<file path="src/rtl/ifetch_queue.sv">
// In-order instruction prefetch queue: issues sequential fetches, buffers responses, flushes on redirect.
// Define IFETCH_ALIGN_CHECK_EN to trap misaligned redirect targets in the FAULT state.
module ifetch_queue #(
  parameter int unsigned DEPTH    = 4,
  parameter logic [31:0] RESET_PC = 32'h0000_0000
) (
  input  logic        clk,
  input  logic        reset,
  output logic        imem_req_valid,
  input  logic        imem_req_ready,
  output logic [31:0] imem_req_addr,
  input  logic        imem_rsp_valid,
  input  logic [31:0] imem_rsp_data,
  input  logic        redirect,
  input  logic [31:0] redirect_pc,
  output logic        out_valid,
  input  logic        out_ready,
  output logic [31:0] out_instr,
  output logic [31:0] out_pc,
  output logic [31:0] out_pcplus4,
  output logic        fault
);

  localparam int unsigned PW  = $clog2(DEPTH);
  localparam int unsigned CW  = PW + 1;
  localparam int unsigned CW1 = CW + 1;

  typedef enum logic [1:0] {FETCH, DRAIN, FAULT} state_t;

  state_t        state;
  logic [31:0]   fpc;
  logic [CW-1:0] qcount;
  logic [CW-1:0] outstanding;
  logic [CW-1:0] discard;
  logic [PW-1:0] q_head, q_tail;
  logic [PW-1:0] t_head, t_tail;

  logic [31:0] q_instr  [DEPTH];
  logic [31:0] q_pc     [DEPTH];
  logic [31:0] tag_addr [DEPTH];

  logic           req_fire;
  logic           rsp_live;
  logic           rsp_drop;
  logic           pop;
  logic           misaligned;
  logic [CW1-1:0] credit_used;
  logic [CW-1:0]  discard_after;

`ifdef IFETCH_ALIGN_CHECK_EN
  assign misaligned = |redirect_pc[1:0];
  assign fault      = (state == FAULT);
`else
  logic unused_pc_lsbs;
  assign unused_pc_lsbs = ^redirect_pc[1:0];
  assign misaligned     = 1'b0;
  assign fault          = 1'b0;
`endif

  // Every queued entry and every in-flight request holds one slot, so the queue cannot overflow.
  assign credit_used    = {1'b0, qcount} + {1'b0, outstanding};
  assign imem_req_valid = !reset && (state == FETCH) && !redirect && (credit_used < CW1'(DEPTH));
  assign imem_req_addr  = fpc;
  assign req_fire       = imem_req_valid && imem_req_ready;

  assign rsp_drop      = imem_rsp_valid && (discard != '0);
  assign rsp_live      = imem_rsp_valid && (discard == '0) && (state == FETCH) && !redirect;
  assign pop           = out_valid && out_ready;
  assign discard_after = outstanding - CW'(imem_rsp_valid);

  assign out_valid   = (qcount != '0);
  assign out_instr   = out_valid ? q_instr[q_head] : '0;
  assign out_pc      = out_valid ? q_pc[q_head] : '0;
  assign out_pcplus4 = out_valid ? (q_pc[q_head] + 32'd4) : '0;

  // Control state, fetch PC, counters and queue pointers.
  always_ff @(posedge clk or posedge reset) begin
    if (reset) begin
      state       <= FETCH;
      fpc         <= RESET_PC;
      qcount      <= '0;
      outstanding <= '0;
      discard     <= '0;
      q_head      <= '0;
      q_tail      <= '0;
      t_head      <= '0;
      t_tail      <= '0;
    end else begin
      outstanding <= outstanding + CW'(req_fire) - CW'(imem_rsp_valid);
      if (redirect) begin
        // A pop in this cycle has already been taken by the core; the flush supersedes it.
        fpc     <= {redirect_pc[31:2], 2'b00};
        discard <= discard_after;
        qcount  <= '0;
        q_head  <= '0;
        q_tail  <= '0;
        t_head  <= '0;
        t_tail  <= '0;
        if (misaligned) begin
          state <= FAULT;
        end else if (discard_after != '0) begin
          state <= DRAIN;
        end else begin
          state <= FETCH;
        end
      end else begin
        if (req_fire) begin
          fpc    <= fpc + 32'd4;
          t_tail <= t_tail + PW'(1);
        end
        if (rsp_live) begin
          q_tail <= q_tail + PW'(1);
          t_head <= t_head + PW'(1);
        end
        if (pop) begin
          q_head <= q_head + PW'(1);
        end
        qcount <= qcount + CW'(rsp_live) - CW'(pop);
        if (rsp_drop) begin
          discard <= discard - CW'(1);
        end
        if ((state == DRAIN) && rsp_drop && (discard == CW'(1))) begin
          state <= FETCH;
        end
      end
    end
  end

  // Storage arrays need no reset: occupancy is tracked by the counters above.
  always_ff @(posedge clk) begin
    if (rsp_live) begin
      q_instr[q_tail] <= imem_rsp_data;
      q_pc[q_tail]    <= tag_addr[t_head];
    end
    if (req_fire) begin
      tag_addr[t_tail] <= fpc;
    end
  end

endmodule
</file>
<file path="config.mk">
export PLATFORM = sky130hd
export DESIGN_NAME = ifetch_queue
export DESIGN_NICKNAME = d
export VERILOG_FILES = /design/src/rtl/ifetch_queue.sv
export SDC_FILE = /design/constraint.sdc
export NUM_CORES = 1
export LEC_CHECK = 0
export ABC_AREA = 1
export ABC_CLOCK_PERIOD_IN_PS = 4700
export BUFFER_PORTS_ARGS = -buffer_cell sky130_fd_sc_hd__buf_2
export CAP_MARGIN = 40
export CORE_MARGIN = 5
export CORE_UTILIZATION = 45
export DETAILED_ROUTE_END_ITERATION = 8
export GPL_TIMING_DRIVEN = 0
export SETUP_SLACK_MARGIN = 0.5
export SKIP_CTS_REPAIR_TIMING = 1
export SYNTH_ARGS = -nofsm -noshare
export SYNTH_HDL_FRONTEND = slang
export SYNTH_SLANG_ARGS = --single-unit
</file>
<file path="constraint.sdc">
create_clock -name clk -period 4.7 [get_ports clk]
set_clock_uncertainty 0.2 [all_clocks]
set_input_delay 0.94 -clock clk [delete_from_list [all_inputs] [get_ports clk]]
set_output_delay 0.94 -clock clk [all_outputs]
set_load 0.01 [all_outputs]
</file>
; Word-level counts from Yosys, hierarchy flattened
; Memory sizes are Yosys's and may differ from the RTL's.
; Cells that the tools add are included.
[word_totals]
ff_bits = 51
memories = 3
inputBits = 70
ram_bits = 384
wordCells = 74
[op_classes]
n_eq_ne = 2
n_reduce_logical = 23
mux = 23
magnitude_cmp = 1
addsub = 13
[mem_list]
columns = name, depth, word_bits, rd, rd_ports_with_merged_regs, write_ports, line_no
row1 = q_instr, 4, 32, 1, 0, 1, 38  ; logic [31:0] q_instr [DEPTH];
row2 = q_pc, 4, 32, 1, 0, 1, 39  ; logic [31:0] q_pc [DEPTH];
row3 = tag_addr, 4, 32, 1, 0, 1, 40  ; logic [31:0] tag_addr [DEPTH];
[ops]
columns = op, count
row1 = two-way mux 32 bit, 5
row2 = adder 32 x 3 -> 32 bit (second input constant), 2
row3 = two-way mux 2 bit, 10
row4 = logical AND 1 bit, 11
row5 = nonzero test 2 bit, 5
row6 = two-way mux 3 bit, 3
row7 = nonzero test 3 bit, 3
row8 = subtractor 3 x 1 -> 3 bit, 3
row9 = adder 2 x 1 -> 2 bit (second input constant), 4
row10 = adder 3 x 1 -> 3 bit, 2
row11 = two-way mux 1 bit, 5
row12 = adder 3 x 3 -> 4 bit, 1
row13 = < comparator 4 x 3 -> 1 bit (second input constant), 1
row14 = equality test 3 x 1 -> 1 bit (second input constant), 1
row15 = zero test 3 bit, 1
row16 = subtractor 3 x 1 -> 3 bit (second input constant), 1
row17 = equality test 2 x 1 -> 1 bit (second input constant), 1
row18 = zero test 1 bit, 2
row19 = zero test 2 bit, 1

; Longest topological paths before layout
; Gate-level depths: netlist (run 1).
[logic_depth]
word_depth = 7
mapped_depth = 16
ltp_nobuf = 14

; Worst setup path before layout (run 1)
; No wires, ideal clock.
[synth_timing]
path_kind = input to register
from = input port redirect
to = memory q_instr[0][0], enable pin
slack_ps = -219
n_path_buf = 2
stages = 5
setup_time_ps = 482
arrival_time_ps = 4237
cell_sequence = clkbuf_1 > inv_1 > clkbuf_1 > nand2_1 > nor2_1
[synth_between]
elab_chain_len = 4
[synth_lines]
columns = element, line_no
row1 = start: declaration, 14  ; input logic redirect,
row2 = zero test 1 bit, 67  ; assign rsp_live = imem_rsp_valid && (discard == '0) && (state == FETCH) && !redirect;
row3 = logical AND 1 bit, 67
row4 = two-way mux 1 bit, 131  ; if (rsp_live) begin
row5 = two-way mux 1 bit (not written as such), 132  ; q_instr[q_tail] <= imem_rsp_data;
row6 = end: declaration, 38
; No other way between the ends.

; Final worst setup path (run 1)
[layout_timing]
from = register q_head[0]
to = output port out_pcplus4[22]
[layout_between]
elab_chain_len = 3
[layout_lines]
columns = element, line_no
row1 = start: declaration, 35  ; logic [PW-1:0] q_head, q_tail;
row2 = start signal: assignment, 116  ; q_head <= q_head + PW'(1);
row3 = memory (4 x 32 bit), -
row4 = adder 32 x 3 -> 32 bit, 74  ; assign out_pcplus4 = out_valid ? (q_pc[q_head] + 32'd4) : '0;
row5 = two-way mux 32 bit, 74
row6 = end: declaration, 20  ; output logic [31:0] out_pcplus4,
; No other way between the ends.

==> metrics.cfg, run 1 <==
[logic_synthesis]
synth-compound-area-share=0.07636
synth_top_family_by_area=simple AND/OR/NAND/NOR gates
synth-edff-count=368
syn_area_um2=18930
syn-instance-count=1868
yosys.area_share.xor_xnor=0.007867
ys_types=44
postSynth.asyncResetShare=0.1154
synthMuxAreaShare=0
ys_warn_count=0
syn_avg_cell_area_um2=10.13
yosysSeqAreaShare=0.6474
ys.flop_type=edfxtp_1
synthAdderAreaFrac=0.01600
synth-seq-cells=416
yosys.area_share.simple=0.2044

[clock_tree]
cts.path.max_buffers=3
htreeDepth=2
cts-root-buf=clkbuf_16
cts_made_buffers=46
cts_tree=yes
clk-insertion-delay-late_ps=590
path_clk_slew_ps=60
clock-sinks=416

[global_routing]
track_usage=0.2282
overflow=0
grt_pass1_wl_um=82280
antenna_found_initial=0
grt_max_degree=27
grt_pass1_vias=13970

[drt]
post-route-drc-count=0
avgRoutedWirePerCell_um=19.82
vias_per_cell=5.306
drtIter0Drc=1196
routed_wirelength_um=54050
dr.pass1.iters=5
antenna_left=0
route.vias.total=14470

[setup_path]
r2r_end=outstanding[2]
crit_fanout=7
cp-startpoint=q_head[0]
worstSetupStartpointType=register
crit_slowest_cell=dfrtp_1
worstPathCellList=buf_6, clkinv_8, buf_12, buf_12, buf_12, o211ai_1, nand2_2, ha_4, nand3_4, nor2_4, nand3_4, nor2_4, nand2_1, nand2_1, inv_1, nor2_2, buf_2
cpPeakStageDelay_ps=370
r2r_slack_ps=1360
cp.arrival_ps=2960
criticalPathCategory=reg -> out
crit_path_end=out_pcplus4[22]
critPathCaptureType=primary output
worst-r2r-cell-count=14
critPathRequiredTime_ps=3560
r2r-start=qcount[1]
critical-path-top-cell-by-count=buf_12

[cells_and_area]
final_nets=2248
drive_gt1_frac=0.1851
syn_to_final_growth_pct=20.82
utilization=0.5476
layout_commonest_cell=nand2_1
mostFrequentLayoutCells=446 x nand2_1, 368 x edfxtp_1, 321 x nor2_1, 210 x buf_2, 154 x o21ai_0
finalNonFillerCells=2727
antenna_cells=0

[timing]
setup_viol=0
fin_ws_ps=599.5
rsz0062_at_grt=no
hold_viol=0
tightest_slew_ps=861.0
fin_crit_ps=4100
fin_crit_sh=0.8724
max_slew_margin=0.4260
slew_viol_final=0
max_freq_mhz=243.9
holdWs_ps=226.4

[place]
place_congestion=0.8835
preCtsSetupSlack_ps=395.2
portBuffers=190
placed_cells=2620
hpwl_um=38420

[outcome]
status=finished clean

[floorplanning]
ios=201
die_area_um2=46260
fp.dieW_um=215.1
fp.coreArea_um2=41760
die_h_um=215.1
initial_utilization=0.4532
row_count=75

[job]
max_cap_viol_count=0

[pwr]
powerDensity_nw_per_um2=501.9
ir_drop_mv=0.2782
p_leak_nw=9.146

[hold_path]
hold_path_class=in -> async

area by class of cell:
| class | count | area, um2 |
|---|---|---|
| inverters | 98 | 389.1 |
| plain buffers | 94 | 605.6 |
| fillers | 3650 | 18890 |
| clock inverters | 25 | 285.3 |
| repair buffers | 233 | 1518 |
| well taps | 539 | 674.4 |
| flip-flops and latches | 416 | 12250 |
| clock buffers | 56 | 1209 |
| multi-input cells | 1266 | 5932 |
critical path: cells and delay by family (launching register included):
kind	cells	cell delay [ps]
buffers and inverters	7	720
and+or+nand+nor	8	990
AOI/OAI and AO/OA	1	90
DFF	1	370
adders and majority gates	1	170
kinds of logic after synthesis:
| logic type | count (synthesis) |
|---|---|
| buffers and inverters | 192 |
| flip-flops | 416 |
| XOR/XNOR | 17 |
| adder cells (fa/ha/maj) | 23 |
| AND/OR/NAND/NOR | 950 |
| AO/OA/AOI/OAI | 269 |
| other | 1 |
registers in the layout (all words and copies together) (netlist names), 3 cells and up:
signal / flops
qcount: 3
imem_req_addr: 30
discard: 3
outstanding: 3
tag_addr: 120
q_pc: 120
q_instr: 128
per-stage QoR:
step	power, W	setup TNS [ps]	cell area [um2]
final	0.01148	0	22870
after global routing	0.01204	0	22870
after CTS	0.01137	-260.2	22500
after detailed placement	0.007804	0	21010
after global placement	0.007737	-842400	20590
after floorplan	0.006347	-54340	18960
power by group:
group / switching [W] / total [W] / internal, W
Clock: 0.00145 / 0.00356 / 0.00211
Combinational: 0.00239 / 0.00358 / 0.00118
Sequential: 0.000152 / 0.00433 / 0.00418
cell usage after synthesis, types with 16 or more instances:
| cell | count | area share |
|---|---|---|
| nand2_1 | 447 | 0.089 |
| edfxtp_1 | 368 | 0.58 |
| nor2_1 | 333 | 0.066 |
| o21ai_0 | 155 | 0.041 |
| nand3_1 | 102 | 0.027 |
| inv_1 | 94 | 0.019 |
| a21oi_1 | 58 | 0.015 |
| dfrtp_1 | 48 | 0.063 |
| clkbuf_1 | 40 | 0.0079 |
| o22ai_1 | 30 | 0.0099 |
| buf_2 | 23 | 0.0061 |
| ha_1 | 21 | 0.014 |
| nand2_2 | 16 | 0.0053 |
worst min path at each step:
stage | start | end | slack (ps) | depth (start not counted)
2_1_floorplan | discard[1] | discard[1] | 270 | 2
3_3_place_gp | discard[1] | discard[1] | 300 | 2
3_5_place_dp | discard[1] | discard[1] | 300 | 2
4_1_cts | reset | imem_req_addr[26] | 220 | 2
5_1_grt | reset | discard[1] | 260 | 2
6_report | reset | discard[1] | 230 | 2
per-layer routing:
metal | global-route usage | vias up | wire, um
li1 | - | 6931 | -
met2 | 0.3857 | 506 | 26300
met5 | 0 | - | 0
met1 | 0.3073 | 6940 | 23010
met3 | 0.02969 | 93 | 3138
met4 | 0.07852 | 0 | 1600
No activity file was read; power rests on OpenSTA's default activity.
==> run 2: changes to the inputs <==
CORE_MARGIN = not set   (was 5)
==> run 2 against run 1 <==
Net effect: the run now ends with design-rule violations left; register-to-register slack gained 150 ps; global-route usage grew 0.83 points; first-iteration DRC count grew 4.8%; sequential power is essentially flat; total power shrank 3.4%; combinational power shrank 5%; non-clock buffer count shrank 9; final cell count shrank 0.73%; largest power group unchanged; hold slack lost 41 ps; critical path depth shrank 2; critical endpoint is now out_pcplus4[12].
==> metrics.cfg, run 2 (synthesis gave the netlist of run 1 again) <==
[drt]
routed_wirelength_um=51340  ; -5.0%
drtIter0Drc=1253  ; +4.8%
avgRoutedWirePerCell_um=18.96  ; -4.3%
vias_per_cell=5.273  ; -0.62%
route.vias.total=14280  ; -1.3%
antenna_left=0  ; unchanged
dr.pass1.iters=9  ; +4
post-route-drc-count=12  ; +12

[cells_and_area]
mostFrequentLayoutCells=446 x nand2_1, 368 x edfxtp_1, 322 x nor2_1, 209 x buf_2, 155 x o21ai_0
drive_gt1_frac=0.1789  ; -0.006250
antenna_cells=0  ; unchanged
layout_commonest_cell=nand2_1
final_nets=2236  ; -0.53%
largest_register=q_instr
largest_register_ffs=128  ; unchanged
syn_to_final_growth_pct=19.51
finalNonFillerCells=2707  ; -0.73%
top_regs=q_instr: 128 flops, q_pc: 120 flops, tag_addr: 120 flops

[job]
max_cap_viol_count=0  ; unchanged

[timing]
slew_viol_final=0  ; unchanged
fin_tns_setup_ps=0  ; unchanged
max_slew_margin=0.4821  ; +0.05612
setup_viol=0  ; unchanged
rsz0062_at_grt=yes
fin_crit_sh=0.8805  ; +0.008023
fin_crit_ps=4138  ; +37.71 ps
hold_viol=0  ; unchanged
max_freq_mhz=241.7  ; -0.91%
tightest_slew_ps=775.0  ; -86.02 ps

[place]
hpwl_um=35460  ; -7.7%
portBuffers=190  ; unchanged
placed_cells=2613  ; -0.27%
place_congestion=0.8852  ; +0.19%

[floorplanning]
row_count=74  ; -1.3%
die_area_um2=42880  ; -7.3%
fp.coreArea_um2=41200  ; -1.3%
ios=201  ; unchanged
die_h_um=207.1  ; -3.7%
fp.dieW_um=207.1  ; -3.7%
initial_utilization=0.4593  ; +0.006125

[setup_path]
critPathRequiredTime_ps=3560  ; about the same
cpPeakStageDelay_ps=400  ; +30 ps
criticalPathCategory=reg -> out
crit_buf_inv=6  ; -1
crit_slowest_cell=dfrtp_1
critPathCaptureType=primary output
critPathTopFamily=buffers and inverters
worstSetupStartpointType=register
crit_fanout=9  ; +2
critical-path-top-cell-by-count=buf_12
worstPathCellList=buf_6, inv_8, buf_12, buf_12, buf_12, o211ai_1, nand2_2, ha_4, nand3_2, nor2_4, nand2_4, nor2_4, o21ai_0, a21oi_1, buf_2
cp.arrival_ps=3000  ; +40 ps

[pwr]
seq_power_share=0.391  ; +0.013
powerDensity_nw_per_um2=490.0  ; -2.4%
p_leak_nw=9.024  ; -1.3%
p_switching_w=0.003804  ; -4.9%
ir_drop_mv=0.2166  ; -22%
switching_share=0.3432  ; -0.005266
intPower_w=0.007279  ; -2.6%
clkPwrFrac=0.302  ; -0.009
combinationalPowerShare=0.307  ; -0.005

[outcome]
status=finished with violations
failed_checks=design-rule violations

[global_routing]
grt_pass1_vias=13670  ; -2.2%
track_usage=0.2365  ; +0.008298
grt_max_degree=35  ; +30%
grt_pass1_wl_um=78040  ; -5.1%
overflow=0  ; unchanged
antenna_found_initial=0  ; unchanged

[clock_tree]
cts_made_buffers=43  ; -6.5%
clock-sinks=416  ; unchanged
cts-root-buf=clkbuf_16
path_clk_slew_ps=60  ; about the same
clk-insertion-delay-late_ps=550  ; -40 ps
cts_tree=yes
htreeDepth=2  ; unchanged
cts.path.max_buffers=3  ; unchanged

[hold_path]
hold_path_class=in -> async

run 2: cell count changes in the layout (fill, tap and decap cells not counted), sizes merged:
cell | before | now
clkinv | 21 | 17
inv | 96 | 98
bufinv | 5 | 4
buf | 285 | 276
clkbuf | 98 | 97
run 2: final timing paths:
path,start,endpoint,cells past startpoint,slack (ps)
worst min-delay path,reset,discard[0],2,190
worst min register to register,discard[1],discard[1],2,310
worst max-delay path,q_head[0],out_pcplus4[12],15,560
min in group clk,discard[1],discard[1],2,310
worst max register to register,qcount[1],outstanding[2],14,1510
max in group asynchronous,reset,imem_req_addr[11],3,3610
run 2: power groups by stage:
stage / combinational [W] / sequential [W] / clock (W)
2_1_floorplan: 0.00198 / 0.00437 / 0
3_3_place_gp: 0.00323 / 0.00441 / 0
3_5_place_dp: 0.00330 / 0.00441 / 0
4_1_cts: 0.00331 / 0.00433 / 0.00340
5_1_grt: 0.00376 / 0.00435 / 0.00355
6_report: 0.00340 / 0.00433 / 0.00335
run 2: per-stage QoR:
step	power [W]	setup slack, ps	util	hold slack [ps]	instance area, um2
after global routing	0.01165	432.3	0.5490	197.1	22620
after floorplan	0.006347	-219.1	-	268.7	18960
after detailed placement	0.007713	505.5	0.5090	303.4	20970
after global placement	0.007641	-3045	0.4995	293.8	20580
final	0.01108	561.8	0.5490	185.7	22620
after CTS	0.01104	-81.03	0.5426	170.5	22360
run 2: cell type report:
class | count | area, um2
Multi-Input combinational cell | 1266 | 5924
Fill cell | 3595 | 18580
Clock inverter | 22 | 230.2
Buffer | 94 | 574.3
Sequential cell | 416 | 12250
Timing Repair Buffer | 224 | 1436
Clock buffer | 55 | 1152
Inverter | 98 | 381.6
Tap cell | 532 | 665.6
run 2: worst register-to-register path, stage by stage (launching register included):
cell and delay [ps]:
dfrtp_1 430, ha_1 310, nand3_1 60, nand3_1 60, nor2_1 190, nand2_1 170
buf_2 230, buf_1 200, buf_8 190, ha_1 280, inv_1 60, ha_1 140
inv_1 50, fa_1 370, xnor2_1 140
run 2: layer usage:
| metal | routed length [um] | vias to the layer above | part of all wire | track usage |
|---|---|---|---|---|
| met2 | 24520 | 491 | 0.48 | 0.3901 |
| met1 | 22320 | 6797 | 0.43 | 0.3248 |
| met4 | 1225 | 0 | 0.024 | 0.07102 |
| met5 | 0 | - | 0 | 0 |
| li1 | - | 6901 | - | - |
| met3 | 3270 | 86 | 0.064 | 0.03457 |
==> run 3: changes to the inputs <==
CELL_PAD_IN_SITES_DETAIL_PLACEMENT = 1   (was not set)
CELL_PAD_IN_SITES_GLOBAL_PLACEMENT = 2   (was not set)
CORE_ASPECT_RATIO = 1.5   (was not set)
CORE_UTILIZATION = 38   (was 45)
PLACE_DENSITY_LB_ADDON = 0.1   (was not set)
==> run 3 against run 2 <==
Net effect: the flow now finishes without violations; final cell count up 5.0%; register-to-register slack worse by 280 ps; via count about the same; critical endpoint is now out_pcplus4[26].
==> metrics.cfg, run 3 (synthesis gave the netlist of run 1 again) <==
[timing]
setup_viol=0  ; unchanged
fin_crit_ps=4097  ; -41.46 ps
max_freq_mhz=244.1  ; +1.0%
fin_crit_sh=0.8716  ; -0.008821
rsz0062_at_grt=yes
tightest_slew_ps=876.5  ; +101.5 ps
max_slew_margin=0.4157  ; -0.06642
slew_viol_final=0  ; unchanged
hold_viol=0  ; unchanged
holdWs_ps=203.7  ; +18.05 ps

[setup_path]
crit_path_end=out_pcplus4[26]
worstPathCellList=buf_8, clkinv_8, buf_12, buf_12, buf_12, o211ai_1, nand2_2, ha_4, nand3_4, nor2_4, nand3_4, nor2_4, nand2_1, nand2_1, inv_1, nor2_1, buf_2
r2r_slack_ps=1230  ; -280 ps
cpPeakStageDelay_ps=380  ; -20 ps
r2r-start=outstanding[1]
critPathRequiredTime_ps=3560  ; about the same
cp.arrival_ps=2960  ; -40 ps
crit_buf_inv=7  ; +1
critical-path-top-cell-by-count=buf_12
critPathCaptureType=primary output
critPathTopFamily=simple AND/OR/NAND/NOR gates
worst-r2r-cell-count=14  ; unchanged
worstSetupStartpointType=register
r2r_end=outstanding[2]
crit_fanout=7  ; -2
criticalPathCategory=reg -> out
path_depth=17  ; +2
cp-startpoint=q_head[0]
crit_slowest_cell=dfrtp_1

[drt]
drtIter0Drc=608  ; -51%
route.vias.total=14270  ; -0.028%
avgRoutedWirePerCell_um=20.74  ; +9.4%
dr.pass1.iters=7  ; -2
routed_wirelength_um=58940  ; +15%
post-route-drc-count=0  ; -12
antenna_left=0  ; unchanged
vias_per_cell=5.023  ; -4.7%

[cells_and_area]
final_nets=2244  ; +0.36%
mostFrequentLayoutCells=445 x nand2_1, 368 x edfxtp_1, 323 x nor2_1, 211 x buf_2, 154 x o21ai_0
largest_register_ffs=128  ; unchanged
layout_commonest_cell=nand2_1
drive_gt1_frac=0.1860  ; +0.007132
top_regs=q_instr: 128 flops, q_pc: 120 flops, tag_addr: 120 flops
utilization=0.4710  ; -0.07794
syn_to_final_growth_pct=21.77
n_fill_cell=5528  ; +54%
largest_register=q_instr

[pwr]
intPower_w=0.007520  ; +3.3%
combinationalPowerShare=0.310  ; +0.003
seq_power_share=0.378  ; -0.013
p_leak_nw=9.133  ; +1.2%
ir_drop_mv=0.2553  ; +18%
switching_share=0.3441  ; +0.0008795
clkPwrFrac=0.312  ; +0.010
p_switching_w=0.003946  ; +3.7%
powerDensity_nw_per_um2=497.5  ; +1.5%

[clock_tree]
cts-root-buf=clkbuf_16
cts.path.max_buffers=3  ; unchanged
cts_made_buffers=43  ; unchanged
htreeDepth=2  ; unchanged
cts_tree=yes
clock-sinks=416  ; unchanged
path_clk_slew_ps=60  ; about the same
clk-insertion-delay-late_ps=550  ; about the same

[global_routing]
grt_pass1_wl_um=87920  ; +13%
grt_pass1_vias=14900  ; +9.0%
antenna_found_initial=2  ; +2
grt_max_degree=33  ; -5.7%
overflow=0  ; unchanged
track_usage=0.2349  ; -0.001528

[floorplanning]
fp.coreArea_um2=48930  ; +19%
die_area_um2=50720  ; +18%
fp.dieW_um=184.2  ; -11%
initial_utilization=0.3868  ; -0.07253
row_count=99  ; +34%
die_h_um=275.3  ; +33%
ios=201  ; unchanged

[hold_path]
hold_path_class=in -> async

[place]
hpwl_um=43000  ; +21%
portBuffers=190  ; unchanged
place_congestion=0.8267  ; -6.6%

[job]
max_cap_viol_count=0  ; unchanged

[outcome]
status=finished clean

==> run 3: changes by cell type in the layout (fill, tap and decap cells not counted), sizes merged <==
cell,change
buf,+9
bufinv,+4
clkbuf,-8
clkinv,+1
clkinvlp,+4
diode,+2
inv,-2
==> run 3: how the worst min path moves through the flow <==
stage	depth (start not counted)	slack [ps]	startpoint	endpoint
after CTS	2	200	reset	outstanding[0]
after detailed placement	2	290	discard[1]	discard[1]
final	2	200	reset	outstanding[0]
after global placement	2	290	discard[1]	discard[1]
after global routing	2	220	reset	outstanding[0]
after floorplan	2	270	discard[1]	discard[1]
==> run 3: worst register-to-register path, stage by stage (launching register included) <==
cell	delay, ps
dfrtp_1	450
ha_1	310
nand3_1	60
nand3_1	70
nor2_1	80
nand2_1	190
buf_2	320
buf_1	490
buf_8	230
ha_1	240
inv_1	60
ha_1	130
inv_1	50
fa_1	370
xnor2_1	130
==> run 3: power groups by stage <==
stage | Combinational [W] | Sequential, W | Clock (W)
global route | 0.00395 | 0.00435 | 0.00376
finish | 0.00356 | 0.00433 | 0.00358
detailed placement | 0.00347 | 0.00441 | 0
CTS | 0.00348 | 0.00433 | 0.00364
global placement | 0.00335 | 0.00440 | 0
floorplan | 0.00198 | 0.00437 | 0
==> run 3: per-stage QoR <==
step           setup slack [ps]  cells  total power (W)  TNS, ps  instance area (um2)
2_1_floorplan            -219.1   1874         0.006347   -54340                18960
3_3_place_gp              -3528   2720         0.007756  -937540                20730
3_5_place_dp              306.1   2740         0.007873        0                21220
4_1_cts                  -293.2   2817          0.01145    -1644                22700
5_1_grt                   435.1   2841          0.01205        0                23050
6_report                  603.3   2841          0.01147        0                23050
==> run 3: routing by layer <==
metal / share of wire / vias to the layer above / track usage
li1: - / 6918 / -
met2: 0.54 / 280 / 0.4502
met3: 0.028 / 81 / 0.02256
met1: 0.40 / 6992 / 0.2688
met4: 0.031 / 0 / 0.08289
met5: 0 / - / 0
==> run 3: layout make-up <==
type                            count  area (um2)  area share
Antenna cell                        2       5.005   0.0002172
Buffer                             94       603.1     0.02617
Clock buffer                       48        1105     0.04794
Clock inverter                     29       372.9     0.01618
Inverter                           98       389.1     0.01688
Multi-Input combinational cell   1266        5943      0.2579
Sequential cell                   416       12250      0.5317
Tap cell                          656       820.8     0.03562
Timing Repair Buffer              232        1554     0.06743
